## src/rtl/pipe_field_if.sv

```systemverilog
// pipe_field_if: game-side bundle for the pipe obstacle engine.
// The game FSM / renderers sit on the master side, the engine on the slave side.
interface pipe_field_if #(
  parameter int N_PIPES = 3,
  parameter int DIGITS  = 2
);
  logic                      new_frame;
  logic                      run;
  logic                      clear;
  logic [7:0]                rand_in;
  logic signed [15:0]        bird_scroll;
  logic signed [15:0]        bird_gap;
  logic [16*N_PIPES-1:0]     pipe_scroll;
  logic [16*N_PIPES-1:0]     pipe_gap;
  logic [N_PIPES-1:0]        pipe_valid;
  logic                      hit;
  logic                      score_pulse;
  logic [4*DIGITS-1:0]       score_bcd;
  logic                      score_sat;
  logic                      spawn_drop;

  modport master (
    output new_frame, run, clear, rand_in, bird_scroll, bird_gap,
    input  pipe_scroll, pipe_gap, pipe_valid, hit, score_pulse,
           score_bcd, score_sat, spawn_drop
  );

  modport slave (
    input  new_frame, run, clear, rand_in, bird_scroll, bird_gap,
    output pipe_scroll, pipe_gap, pipe_valid, hit, score_pulse,
           score_bcd, score_sat, spawn_drop
  );
endinterface

```

## src/rtl/pipe_field.sv

```systemverilog
// pipe_field: ring of scrolling pipe slots with periodic spawn, off-screen
// retirement, BCD scoring with saturation and bird/pipe/ground collision.
module pipe_field #(
  parameter int N_PIPES      = 3,
  parameter int SPEED        = 5,
  parameter int SPAWN_PERIOD = 64,
  parameter int SPAWN_POS    = 640,
  parameter int OFFSCREEN    = -120,
  parameter int GAP_BASE     = 100,
  parameter int GAP_H        = 150,
  parameter int PIPE_W       = 96,
  parameter int BIRD_W       = 40,
  parameter int BIRD_H       = 40,
  parameter int GROUND       = 104,
  parameter int DIGITS       = 2
) (
  input logic         clk,
  input logic         rstn,
  pipe_field_if.slave bus
);

  localparam int PTR_W = (N_PIPES > 1) ? $clog2(N_PIPES) : 1;
  localparam int CNT_W = (SPAWN_PERIOD > 1) ? $clog2(SPAWN_PERIOD) : 1;

  localparam logic [PTR_W-1:0]   PTR_LAST   = PTR_W'(N_PIPES - 1);
  localparam logic [CNT_W-1:0]   CNT_RELOAD = CNT_W'(SPAWN_PERIOD - 1);
  localparam logic signed [15:0] OFFS_LIM   = 16'(OFFSCREEN);
  localparam logic signed [15:0] GROUND_LIM = 16'(GROUND);
  localparam logic signed [15:0] SPEED16    = 16'(SPEED);
  localparam logic signed [15:0] SPAWN16    = 16'(SPAWN_POS);
  localparam logic [15:0]        GAP_BASE16 = 16'(GAP_BASE);
  localparam logic signed [16:0] PIPE_W17   = 17'(PIPE_W);
  localparam logic signed [16:0] BIRD_W17   = 17'(BIRD_W);
  localparam logic signed [16:0] BIRD_H17   = 17'(BIRD_H);
  localparam logic signed [16:0] GAP_H17    = 17'(GAP_H);

  // slot state
  logic signed [15:0]  scroll_q [N_PIPES];
  logic signed [15:0]  gap_q    [N_PIPES];
  logic [N_PIPES-1:0]  valid_q;
  logic [N_PIPES-1:0]  scored_q;

  // control state; spawn_cnt_q holds frames remaining until the next spawn
  logic [PTR_W-1:0]    wr_ptr_q;
  logic [CNT_W-1:0]    spawn_cnt_q;
  logic [4*DIGITS-1:0] score_q;
  logic                hit_q;
  logic                pulse_q;
  logic                drop_q;

  // next-state helpers
  logic                frame_en;
  logic signed [15:0]  scroll_dec [N_PIPES];
  logic [N_PIPES-1:0]  retiring;
  logic [N_PIPES-1:0]  score_sel;
  logic                score_seen;
  logic                score_any;
  logic                spawn_now;
  logic                spawn_ok;
  logic [N_PIPES-1:0]  spawn_load;
  logic signed [15:0]  gap_new;
  logic [4*DIGITS-1:0] score_inc;
  logic                score_full;
  logic                bcd_carry;
  logic                coll_any;
  logic signed [16:0]  bird_s17;
  logic signed [16:0]  bird_g17;
  logic [16*N_PIPES-1:0] scroll_flat;
  logic [16*N_PIPES-1:0] gap_flat;

  assign frame_en  = bus.new_frame & bus.run;
  assign bird_s17  = 17'(bus.bird_scroll);
  assign bird_g17  = 17'(bus.bird_gap);
  assign gap_new   = GAP_BASE16 + {8'd0, bus.rand_in};
  assign spawn_now = frame_en && (spawn_cnt_q == '0);
  // a slot whose pipe leaves the screen this frame is free for the spawn
  assign spawn_ok  = !valid_q[wr_ptr_q] || retiring[wr_ptr_q];
  assign score_any = |score_sel;

  // per-slot scroll/retire decode and lowest-index score candidate
  always_comb begin
    score_seen = 1'b0;
    for (int i = 0; i < N_PIPES; i++) begin
      scroll_dec[i] = scroll_q[i] - SPEED16;
      retiring[i]   = valid_q[i] && (scroll_dec[i] < OFFS_LIM);
      score_sel[i]  = 1'b0;
      if (valid_q[i] && !scored_q[i] && ((17'(scroll_q[i]) + PIPE_W17) < bird_s17)) begin
        score_sel[i] = !score_seen;
        score_seen   = 1'b1;
      end
      spawn_load[i] = spawn_now && spawn_ok && (wr_ptr_q == PTR_W'(i));
    end
  end

  // BCD increment with ripple carry and all-nines detect
  always_comb begin
    score_inc  = score_q;
    score_full = 1'b1;
    bcd_carry  = 1'b1;
    for (int d = 0; d < DIGITS; d++) begin
      if (score_q[4*d +: 4] != 4'd9) score_full = 1'b0;
      if (bcd_carry) begin
        if (score_q[4*d +: 4] == 4'd9) begin
          score_inc[4*d +: 4] = 4'd0;
        end else begin
          score_inc[4*d +: 4] = score_q[4*d +: 4] + 4'd1;
          bcd_carry = 1'b0;
        end
      end
    end
  end

  // bird overlap against every valid pipe outside its gap, plus ground
  always_comb begin
    coll_any = (bus.bird_gap <= GROUND_LIM);
    for (int i = 0; i < N_PIPES; i++) begin
      if (valid_q[i]
          && ((bird_s17 + BIRD_W17) > 17'(scroll_q[i]))
          && (bird_s17 < (17'(scroll_q[i]) + PIPE_W17))
          && ((bird_g17 < 17'(gap_q[i]))
              || ((bird_g17 + BIRD_H17) > (17'(gap_q[i]) + GAP_H17))))
        coll_any = 1'b1;
    end
  end

  // slot ring: spawn load wins over scroll; retire and score flags ride along
  always_ff @(posedge clk or negedge rstn) begin
    if (!rstn) begin
      for (int i = 0; i < N_PIPES; i++) begin
        scroll_q[i] <= '0;
        gap_q[i]    <= '0;
      end
      valid_q  <= '0;
      scored_q <= '0;
    end else if (bus.clear) begin
      for (int i = 0; i < N_PIPES; i++) begin
        scroll_q[i] <= '0;
        gap_q[i]    <= '0;
      end
      valid_q  <= '0;
      scored_q <= '0;
    end else if (frame_en) begin
      for (int i = 0; i < N_PIPES; i++) begin
        if (spawn_load[i]) begin
          scroll_q[i] <= SPAWN16;
          gap_q[i]    <= gap_new;
          valid_q[i]  <= 1'b1;
          scored_q[i] <= 1'b0;
        end else if (valid_q[i]) begin
          scroll_q[i] <= scroll_dec[i];
          if (retiring[i])  valid_q[i]  <= 1'b0;
          if (score_sel[i]) scored_q[i] <= 1'b1;
        end
      end
    end
  end

  // spawn timer, write pointer, score, drop flag and registered hit
  always_ff @(posedge clk or negedge rstn) begin
    if (!rstn) begin
      wr_ptr_q    <= '0;
      spawn_cnt_q <= '0;
      score_q     <= '0;
      hit_q       <= 1'b0;
      pulse_q     <= 1'b0;
      drop_q      <= 1'b0;
    end else if (bus.clear) begin
      wr_ptr_q    <= '0;
      spawn_cnt_q <= '0;
      score_q     <= '0;
      hit_q       <= 1'b0;
      pulse_q     <= 1'b0;
      drop_q      <= 1'b0;
    end else begin
      hit_q   <= coll_any;
      pulse_q <= 1'b0;
      if (frame_en) begin
        if (spawn_cnt_q == '0) spawn_cnt_q <= CNT_RELOAD;
        else                   spawn_cnt_q <= spawn_cnt_q - 1'b1;
        if (spawn_now) begin
          if (spawn_ok) wr_ptr_q <= (wr_ptr_q == PTR_LAST) ? '0 : wr_ptr_q + 1'b1;
          else          drop_q   <= 1'b1;
        end
        if (score_any && !score_full) begin
          score_q <= score_inc;
          pulse_q <= 1'b1;
        end
      end
    end
  end

  // flatten slot registers onto the renderer buses
  always_comb begin
    scroll_flat = '0;
    gap_flat    = '0;
    for (int i = 0; i < N_PIPES; i++) begin
      scroll_flat[16*i +: 16] = scroll_q[i];
      gap_flat[16*i +: 16]    = gap_q[i];
    end
  end

  assign bus.pipe_scroll = scroll_flat;
  assign bus.pipe_gap    = gap_flat;
  assign bus.pipe_valid  = valid_q;
  assign bus.hit         = hit_q;
  assign bus.score_pulse = pulse_q;
  assign bus.score_bcd   = score_q;
  assign bus.score_sat   = score_full;
  assign bus.spawn_drop  = drop_q;

endmodule

```

## src/flat_wrapper.sv

```systemverilog
// flat-port wrapper written by rule: the top's interface ports become plain ports
module pipe_field_flat 
#(
  parameter int N_PIPES      = 3,
  parameter int SPEED        = 5,
  parameter int SPAWN_PERIOD = 64,
  parameter int SPAWN_POS    = 640,
  parameter int OFFSCREEN    = -120,
  parameter int GAP_BASE     = 100,
  parameter int GAP_H        = 150,
  parameter int PIPE_W       = 96,
  parameter int BIRD_W       = 40,
  parameter int BIRD_H       = 40,
  parameter int GROUND       = 104,
  parameter int DIGITS       = 2
)
  (clk, rstn, bus_new_frame, bus_run, bus_clear, bus_rand_in, bus_bird_scroll, bus_bird_gap, bus_pipe_scroll, bus_pipe_gap, bus_pipe_valid, bus_hit, bus_score_pulse, bus_score_bcd, bus_score_sat, bus_spawn_drop);
  pipe_field_if #(.N_PIPES(N_PIPES), .DIGITS(DIGITS)) bus_i ();
  input logic clk;
  input logic rstn;
  input wire logic [$bits(bus_i.new_frame)-1:0] bus_new_frame;
  input wire logic [$bits(bus_i.run)-1:0] bus_run;
  input wire logic [$bits(bus_i.clear)-1:0] bus_clear;
  input wire logic [$bits(bus_i.rand_in)-1:0] bus_rand_in;
  input wire logic [$bits(bus_i.bird_scroll)-1:0] bus_bird_scroll;
  input wire logic [$bits(bus_i.bird_gap)-1:0] bus_bird_gap;
  output wire logic [$bits(bus_i.pipe_scroll)-1:0] bus_pipe_scroll;
  output wire logic [$bits(bus_i.pipe_gap)-1:0] bus_pipe_gap;
  output wire logic [$bits(bus_i.pipe_valid)-1:0] bus_pipe_valid;
  output wire logic [$bits(bus_i.hit)-1:0] bus_hit;
  output wire logic [$bits(bus_i.score_pulse)-1:0] bus_score_pulse;
  output wire logic [$bits(bus_i.score_bcd)-1:0] bus_score_bcd;
  output wire logic [$bits(bus_i.score_sat)-1:0] bus_score_sat;
  output wire logic [$bits(bus_i.spawn_drop)-1:0] bus_spawn_drop;
  assign bus_i.new_frame = bus_new_frame;
  assign bus_i.run = bus_run;
  assign bus_i.clear = bus_clear;
  assign bus_i.rand_in = bus_rand_in;
  assign bus_i.bird_scroll = bus_bird_scroll;
  assign bus_i.bird_gap = bus_bird_gap;
  assign bus_pipe_scroll = bus_i.pipe_scroll;
  assign bus_pipe_gap = bus_i.pipe_gap;
  assign bus_pipe_valid = bus_i.pipe_valid;
  assign bus_hit = bus_i.hit;
  assign bus_score_pulse = bus_i.score_pulse;
  assign bus_score_bcd = bus_i.score_bcd;
  assign bus_score_sat = bus_i.score_sat;
  assign bus_spawn_drop = bus_i.spawn_drop;
  pipe_field #(.N_PIPES(N_PIPES), .SPEED(SPEED), .SPAWN_PERIOD(SPAWN_PERIOD), .SPAWN_POS(SPAWN_POS), .OFFSCREEN(OFFSCREEN), .GAP_BASE(GAP_BASE), .GAP_H(GAP_H), .PIPE_W(PIPE_W), .BIRD_W(BIRD_W), .BIRD_H(BIRD_H), .GROUND(GROUND), .DIGITS(DIGITS)) u_core (.clk(clk), .rstn(rstn), .bus(bus_i));
endmodule
```

## config.mk

```make
export PLATFORM = sky130hd
export DESIGN_NAME = pipe_field_flat
export DESIGN_NICKNAME = d
export VERILOG_FILES = /design/src/rtl/pipe_field_if.sv /design/src/rtl/pipe_field.sv /design/src/flat_wrapper.sv
export SDC_FILE = /design/constraint.sdc
export NUM_CORES = 1
export LEC_CHECK = 0
export BUFFER_PORTS_ARGS = -buffer_cell sky130_fd_sc_hd__buf_2
export CAP_MARGIN = 25
export CORE_ASPECT_RATIO = 0.5
export CORE_UTILIZATION = 45
export DETAILED_ROUTE_END_ITERATION = 8
export HOLD_SLACK_MARGIN = 0.06
export PLACE_DENSITY = 0.73
export SYNTH_ARGS = -nofsm -noshare
export SYNTH_HDL_FRONTEND = slang
export SYNTH_SLANG_ARGS = --single-unit
```

## constraint.sdc

```tcl
create_clock -name clk -period 4.2 [get_ports clk]
set_clock_uncertainty 0.05 [all_clocks]
set_input_delay 0 -clock clk [delete_from_list [all_inputs] [get_ports clk]]
set_output_delay 0 -clock clk [all_outputs]
set_load 0.05 [all_outputs]
```

---- After elaboration in Yosys (flattened, before gate mapping) ----
Cells that the tools add are included.
word-level totals
  register bits ........................... 121
  latch bits .............................. 0
  memory bits (writable) .................. 0
  memory bits (read-only) ................. 0
  input port bits ......................... 45
  output and inout bits ................... 111
  logic and storage cells ................. 197
  memories ................................ 0
cells by class
  add/sub/neg operators ................... 16
  multipliers ............................. 0
  divide/modulo/power cells ............... 0
  magnitude comparators ................... 20
  equality and inequality tests ........... 7
  shift operators ......................... 0
  mux-type cells .......................... 71
  bitwise logic cells ..................... 1
  reductions and logical operators ........ 65
operators with widths
  cell                     count
  $mux W48                 4
  $mux W16                 9
  $add A16 B8 Y17 const B  3
  $add A16 B9 Y17 const B  3
  $gt A17 B16 Y1           3
  $gt A17 B17 Y1           3
  $lt A16 B17 Y1           3
  $lt A17 B16 Y1           3
  $lt A16 B16 Y1           3
  $lt A16 B8 Y1 const B    3
  $sub A16 B4 Y16 const B  3
  $mux W1                  38
  $add A16 B7 Y17 const B  2
  $logic_and A1 B1 Y1      24
  $mux W8                  3
  $mux W6                  3
  $reduce_and A3 Y1        6
  $reduce_bool A3 Y1       6
  $le A16 B8 Y1 const B    1
  $reduce_bool A2 Y1       8
  $reduce_and A2 Y1        7
  $mux W3                  4
  $mux W4                  3
  $mux W2                  5
  other kinds (17)         30

---- Longest topological paths before layout ----
  depth after elaboration ................. 12
  depth in mapped cells ................... 15
  depth with buffers taken out ............ 15

---- Least setup slack after synthesis ----
Ideal clock, no wire load.
  kind .................................... register to register
  start ................................... register u_core.scroll_q (netlist bit u_core.bus.pipe_scroll[41])
  end ..................................... register u_core.score_q[4], in the netlist u_core.bus.score_bcd[4]
  library setup time ...................... 0.125 ns
  arrival ................................. 3.838 ns
  required time ........................... 4.025 ns
  setup slack ............................. 0.187 ns
  cell stages (with the launch flop) ...... 14
  buffers on the path ..................... 0
  clock period less this slack ............ 4.013 ns
  cell sequence ........................... dfrtp_1 -> clkinv_1 -> or3_1 -> nor3_1 -> nand3_1 -> xnor2_1 -> ha_1 -> a21o_1 -> a211oi_1 -> o2111ai_1 -> o221ai_1 -> nand3b_1 -> a21oi_1 -> mux2_2
between the ends
  word-level cells in the longest chain between the ends .. 8
ends and longest elaborated chain
  what                             RTL line           RTL
  start, declared                  pipe_field.sv:38   logic signed [15:0] scroll_q [N_PIPES];
  start signal, assigned by index  pipe_field.sv:150  scroll_q[i] <= scroll_dec[i];
  $add A16 B8 Y17                  pipe_field.sv:87   if (valid_q[i] && !scored_q[i] && ((17'(scroll_q[i]) + PIPE_W17) < bird_s17)) begin
  $lt A17 B16 Y1                   pipe_field.sv:87
  $logic_and A1 B1 Y1              pipe_field.sv:87
  $mux W1                          pipe_field.sv:87
  $reduce_or A3 Y1                 pipe_field.sv:78   assign score_any = |score_sel;
  $logic_and A1 B1 Y1              pipe_field.sv:184  if (score_any && !score_full) begin
  $reduce_bool A2 Y1 (no line)     n/a
  $reduce_and A3 Y1 (no line)      n/a
  end signal, assigned             pipe_field.sv:185  score_q <= score_inc;
  end, declared                    pipe_field.sv:46   logic [4*DIGITS-1:0] score_q;
No other way between the ends.
A chain may end at the register's enable or synchronous reset.

---- Worst setup path in the final report ----
  start ................................... register u_core.scroll_q (netlist bit u_core.bus.pipe_scroll[41])
  end ..................................... register u_core.score_q[5], in the netlist u_core.bus.score_bcd[5]
Same word-level chain as after synthesis.

==> metrics.yaml <==
place:
  port_buffers: 134
  pre_cts_slack_ps: 371
  dp_hpwl_mm: 26.0
  place.gp.congestion: 1.01
min_path:
  holdCritStartpoint: "bus_rand_in[3]"
  hold_depth: 4
  hold_end: "u_core.bus.pipe_gap[19]$_DFFE_PN0P_"
  hold_path.class: "input port to flip-flop"
detailed_routing:
  drt-total-wl_mm: 33.1
  wl_per_cell_microns: 19.0
  drtAntennaViolNets: 0
  routed-via-count: 10100
  drt_iter0_drc: 813
  post-route-drc-count: 0
  viasPerCell: 5.79
  first_pass_iters: 5
power_and_ir_drop:
  clkPwrFrac: 0.311
  irDropWorstVdd_mv: 0.197
  switching_power_mw: 1.11
  power.share.sequential: 0.364
  switching_share: 0.390
  combPwrFrac: 0.325
  fin_total_pwr_mw: 2.84
  p_per_area_nw_per_um2: 231
  intPower_mw: 1.73
  leakagePower_nw: 5.67
logic_synthesis:
  synth_area_leaders: "dfrtp_1 23%, ha_1 20%, xnor2_1 8.7%"
  synth_mux_area_frac: 0.0300
  synth_ff_type: "dfrtp_1"
  async_flop_share: 1.00
  avgSynthCellArea_sq_um: 8.42
  synth.ff_latch_count: 100
  ys_seq_area_frac: 0.229
  ys_warn_count: 0
  synthSimpleGateAreaFrac: 0.208
  netlist.area_leader.share: 0.229
  synth_edf_count: 0
  synthesis.area_sq_um: 10900
  synth_fa_ha_area_frac: 0.202
  synth_top_family_by_area: "simple AND/OR/NAND/NOR gates"
  synth_compound_area_frac: 0.164
  synth_cells: 1299
  synth_cell_types: 81
  synth_top_area_cell: "dfrtp_1"
  synth_xor_area_frac: 0.0937
sta:
  finalSetupViolations: 0
  setup_slack_ps: 319
  worst_pin_slew_ps: 920
  relSlewSlack: 0.382
  finalCriticalPeriod_ps: 3880
  setup_tns_ps: 0
  fmax_mhz: 258
  slew_violations: 0
  holdWs_ps: 64.8
  rsz0062_at_grt: "no"
  finalCritPeriodShare: 0.924
  finalHoldViolations: 0
clock_tree:
  clockRootBuffer: "clkbuf_16"
  htree_levels: 3
  post_cts.repair.setup_buffers: 0
  path_clk_slew_ps: 90
  tritoncts: "yes"
  cts_buffers: 9
  clockBufferDepth: 2
  cts_sinks: 100
  clkLatencyLatePin_ps: 390
floorplan:
  dieArea_sq_um: 25000
  ios: 156
  core_sq_um: 23300
  start_util: 0.469
  die_height_microns: 112
  die_x_microns: 222
  num_rows: 39
layout:
  drive_above_1_share: 0.153
  fin_nets: 1653
  fillers: 2177
  synthToLayoutAreaGrowth_pct: 12.4
  antenna_cells: 0
run_status:
  outcome: "complete, no violations"
setup_path:
  r2r_setup_slack_ps: 320
  critical_path_class: "flip-flop to flip-flop"
  cp-end-kind: "flip-flop"
  crit_fanout: 5
  reg2reg_from: "u_core.bus.pipe_scroll[41]$_DFFE_PN0P_"
  reg2reg_depth: 14
  critPathRequiredTime_ps: 4410
  cp.arrival_ps: 4090
  cp-start-kind: "flip-flop"
  r2r_end: "u_core.bus.score_bcd[5]$_DFFE_PN0P_"
grt:
  track_usage: 0.264
  grt_max_degree: 70
  antenna_found_initial: 0
  grt_pass1_vias: 9431
  grt-ovfl-total: 0
  grt_pass1_wl_mm: 51.7
run:
  cap_violations: 0
==> power groups by stage <==
stage / clock network [mW] / logic (mW) / registers [mW]
2_1_floorplan: 0 / 0.599 / 1.10
3_3_place_gp: 0 / 0.881 / 1.05
3_5_place_dp: 0 / 0.901 / 1.05
4_1_cts: 0.906 / 0.913 / 1.03
5_1_grt: 0.934 / 1.01 / 1.04
6_report: 0.884 / 0.923 / 1.03
==> through the flow <==
| step | utilization | std cells | area (sq um) |
|---|---|---|---|
| floorplan | - | 1319 | 11000 |
| detailed placement | 0.511 | 1719 | 11900 |
| CTS | 0.527 | 1743 | 12300 |
| global placement | 0.510 | 1718 | 11900 |
| finish | 0.527 | 1743 | 12300 |
| global route | 0.527 | 1743 | 12300 |
==> placed cells by master (no fill, tap or decap), drive strengths merged, types with 6 or more instances in the layout <==
| cell | synthesis | routed |
|---|---|---|
| a211oi | 20 | 20 |
| a21o | 31 | 31 |
| a21oi | 62 | 62 |
| a31oi | 9 | 9 |
| and3 | 7 | 7 |
| buf | 35 | 158 |
| clkbuf | 30 | 9 |
| conb | 1 | 21 |
| dfrtp | 100 | 100 |
| dlygate4sd3 | 0 | 8 |
| ha | 177 | 177 |
| inv | 112 | 116 |
| mux2 | 6 | 6 |
| mux2i | 26 | 26 |
| nand2 | 69 | 69 |
| nand2b | 12 | 12 |
| nand3 | 52 | 52 |
| nand4 | 29 | 29 |
| nor2 | 85 | 85 |
| nor2b | 24 | 24 |
| nor3 | 78 | 78 |
| nor4 | 23 | 23 |
| o211ai | 14 | 14 |
| o21a | 18 | 18 |
| o21ai | 51 | 51 |
| o22ai | 6 | 6 |
| or2 | 12 | 12 |
| or3 | 12 | 12 |
| xnor2 | 109 | 109 |
| xor2 | 8 | 8 |
==> sequential cells by signal, summed over array words and instances (netlist names) <==
signal / count
u_core.bus.hit: 1
u_core.bus.pipe_gap: 27
u_core.bus.pipe_scroll: 48
u_core.bus.pipe_valid: 3
u_core.bus.score_bcd: 8
u_core.bus.score_pulse: 1
u_core.bus.spawn_drop: 1
u_core.scored_q: 3
u_core.spawn_cnt_q: 6
u_core.wr_ptr_q: 2
==> final cells by class <==
type / count / area, sq um / share of cell area
timing repair buffer: 166 / 953 / 0.0775
multi-input combinational: 1040 / 7730 / 0.629
clock inverter: 7 / 70.1 / 0.00570
tap: 307 / 384 / 0.0312
sequential: 100 / 2500 / 0.203
inverter: 114 / 428 / 0.0348
clock buffer: 9 / 225 / 0.0183
==> worst max-delay path by stage <==
stage	from	end	cells after the start
after detailed placement	u_core.bus.pipe_scroll[5]$_DFFE_PN0P_	u_core.bus.score_bcd[5]$_DFFE_PN0P_	15
final	u_core.bus.pipe_scroll[41]$_DFFE_PN0P_	u_core.bus.score_bcd[5]$_DFFE_PN0P_	14
after CTS	u_core.bus.pipe_scroll[5]$_DFFE_PN0P_	u_core.bus.score_bcd[5]$_DFFE_PN0P_	15
after global placement	u_core.bus.pipe_scroll[5]$_DFFE_PN0P_	u_core.bus.score_bcd[5]$_DFFE_PN0P_	15
after floorplan	u_core.bus.pipe_scroll[41]$_DFFE_PN0P_	u_core.bus.score_bcd[4]$_DFFE_PN0P_	13
after global routing	u_core.bus.pipe_scroll[38]$_DFFE_PN0P_	u_core.bus.score_bcd[5]$_DFFE_PN0P_	14
==> Yosys cell counts, types with 18 or more instances <==
cell type,n
ha_1,177
inv_1,112
xnor2_1,109
dfrtp_1,100
nor2_1,85
nand2_1,69
nor3_1,67
a21oi_1,60
nand3_1,52
o21ai_0,46
a21o_1,31
clkbuf_1,30
nand4_1,29
mux2i_1,26
nor2b_1,24
buf_4,22
a211oi_1,19
nor4_1,19
o21a_1,18
==> worst max-delay path, cell delays in order, from the launching register on <==
cell and delay, ps:
dfrtp_1 420, clkinv_1 100, or3_1 420, nor3_1 250, nand3_1 130, xnor2_1 150
ha_1 300, a21o_1 190, a211oi_1 330, o2111ai_1 160, o221ai_1 230, buf_4 190
nand3b_1 200, a21oi_1 260, mux2_2 370
==> metal layers <==
layer  up-vias  global-route usage  wire [microns]
met5         -                   0               0
met4         0              0.0722             749
met3        52              0.0626            2200
met2       302               0.414           14700
met1      4850               0.363           15400
li1       4890                   -               -
==> timing repair <==
action                     CTS  global route
hold endpoints to repair    90             0
hold buffers                 8             0
setup endpoints to repair    0             3
gates resized for setup      0             3
==> kinds of logic (layout without fill, tap and decap cells) <==
kind of cell	after synthesis	in the layout
simple gates	429	429
other cells	1	21
compound gates	264	264
xor+xnor	117	117
buf+inv	179	296
fa+ha+maj	177	177
flops	100	100
mux	32	32
Note: power is estimated with default switching activity, not from simulation.
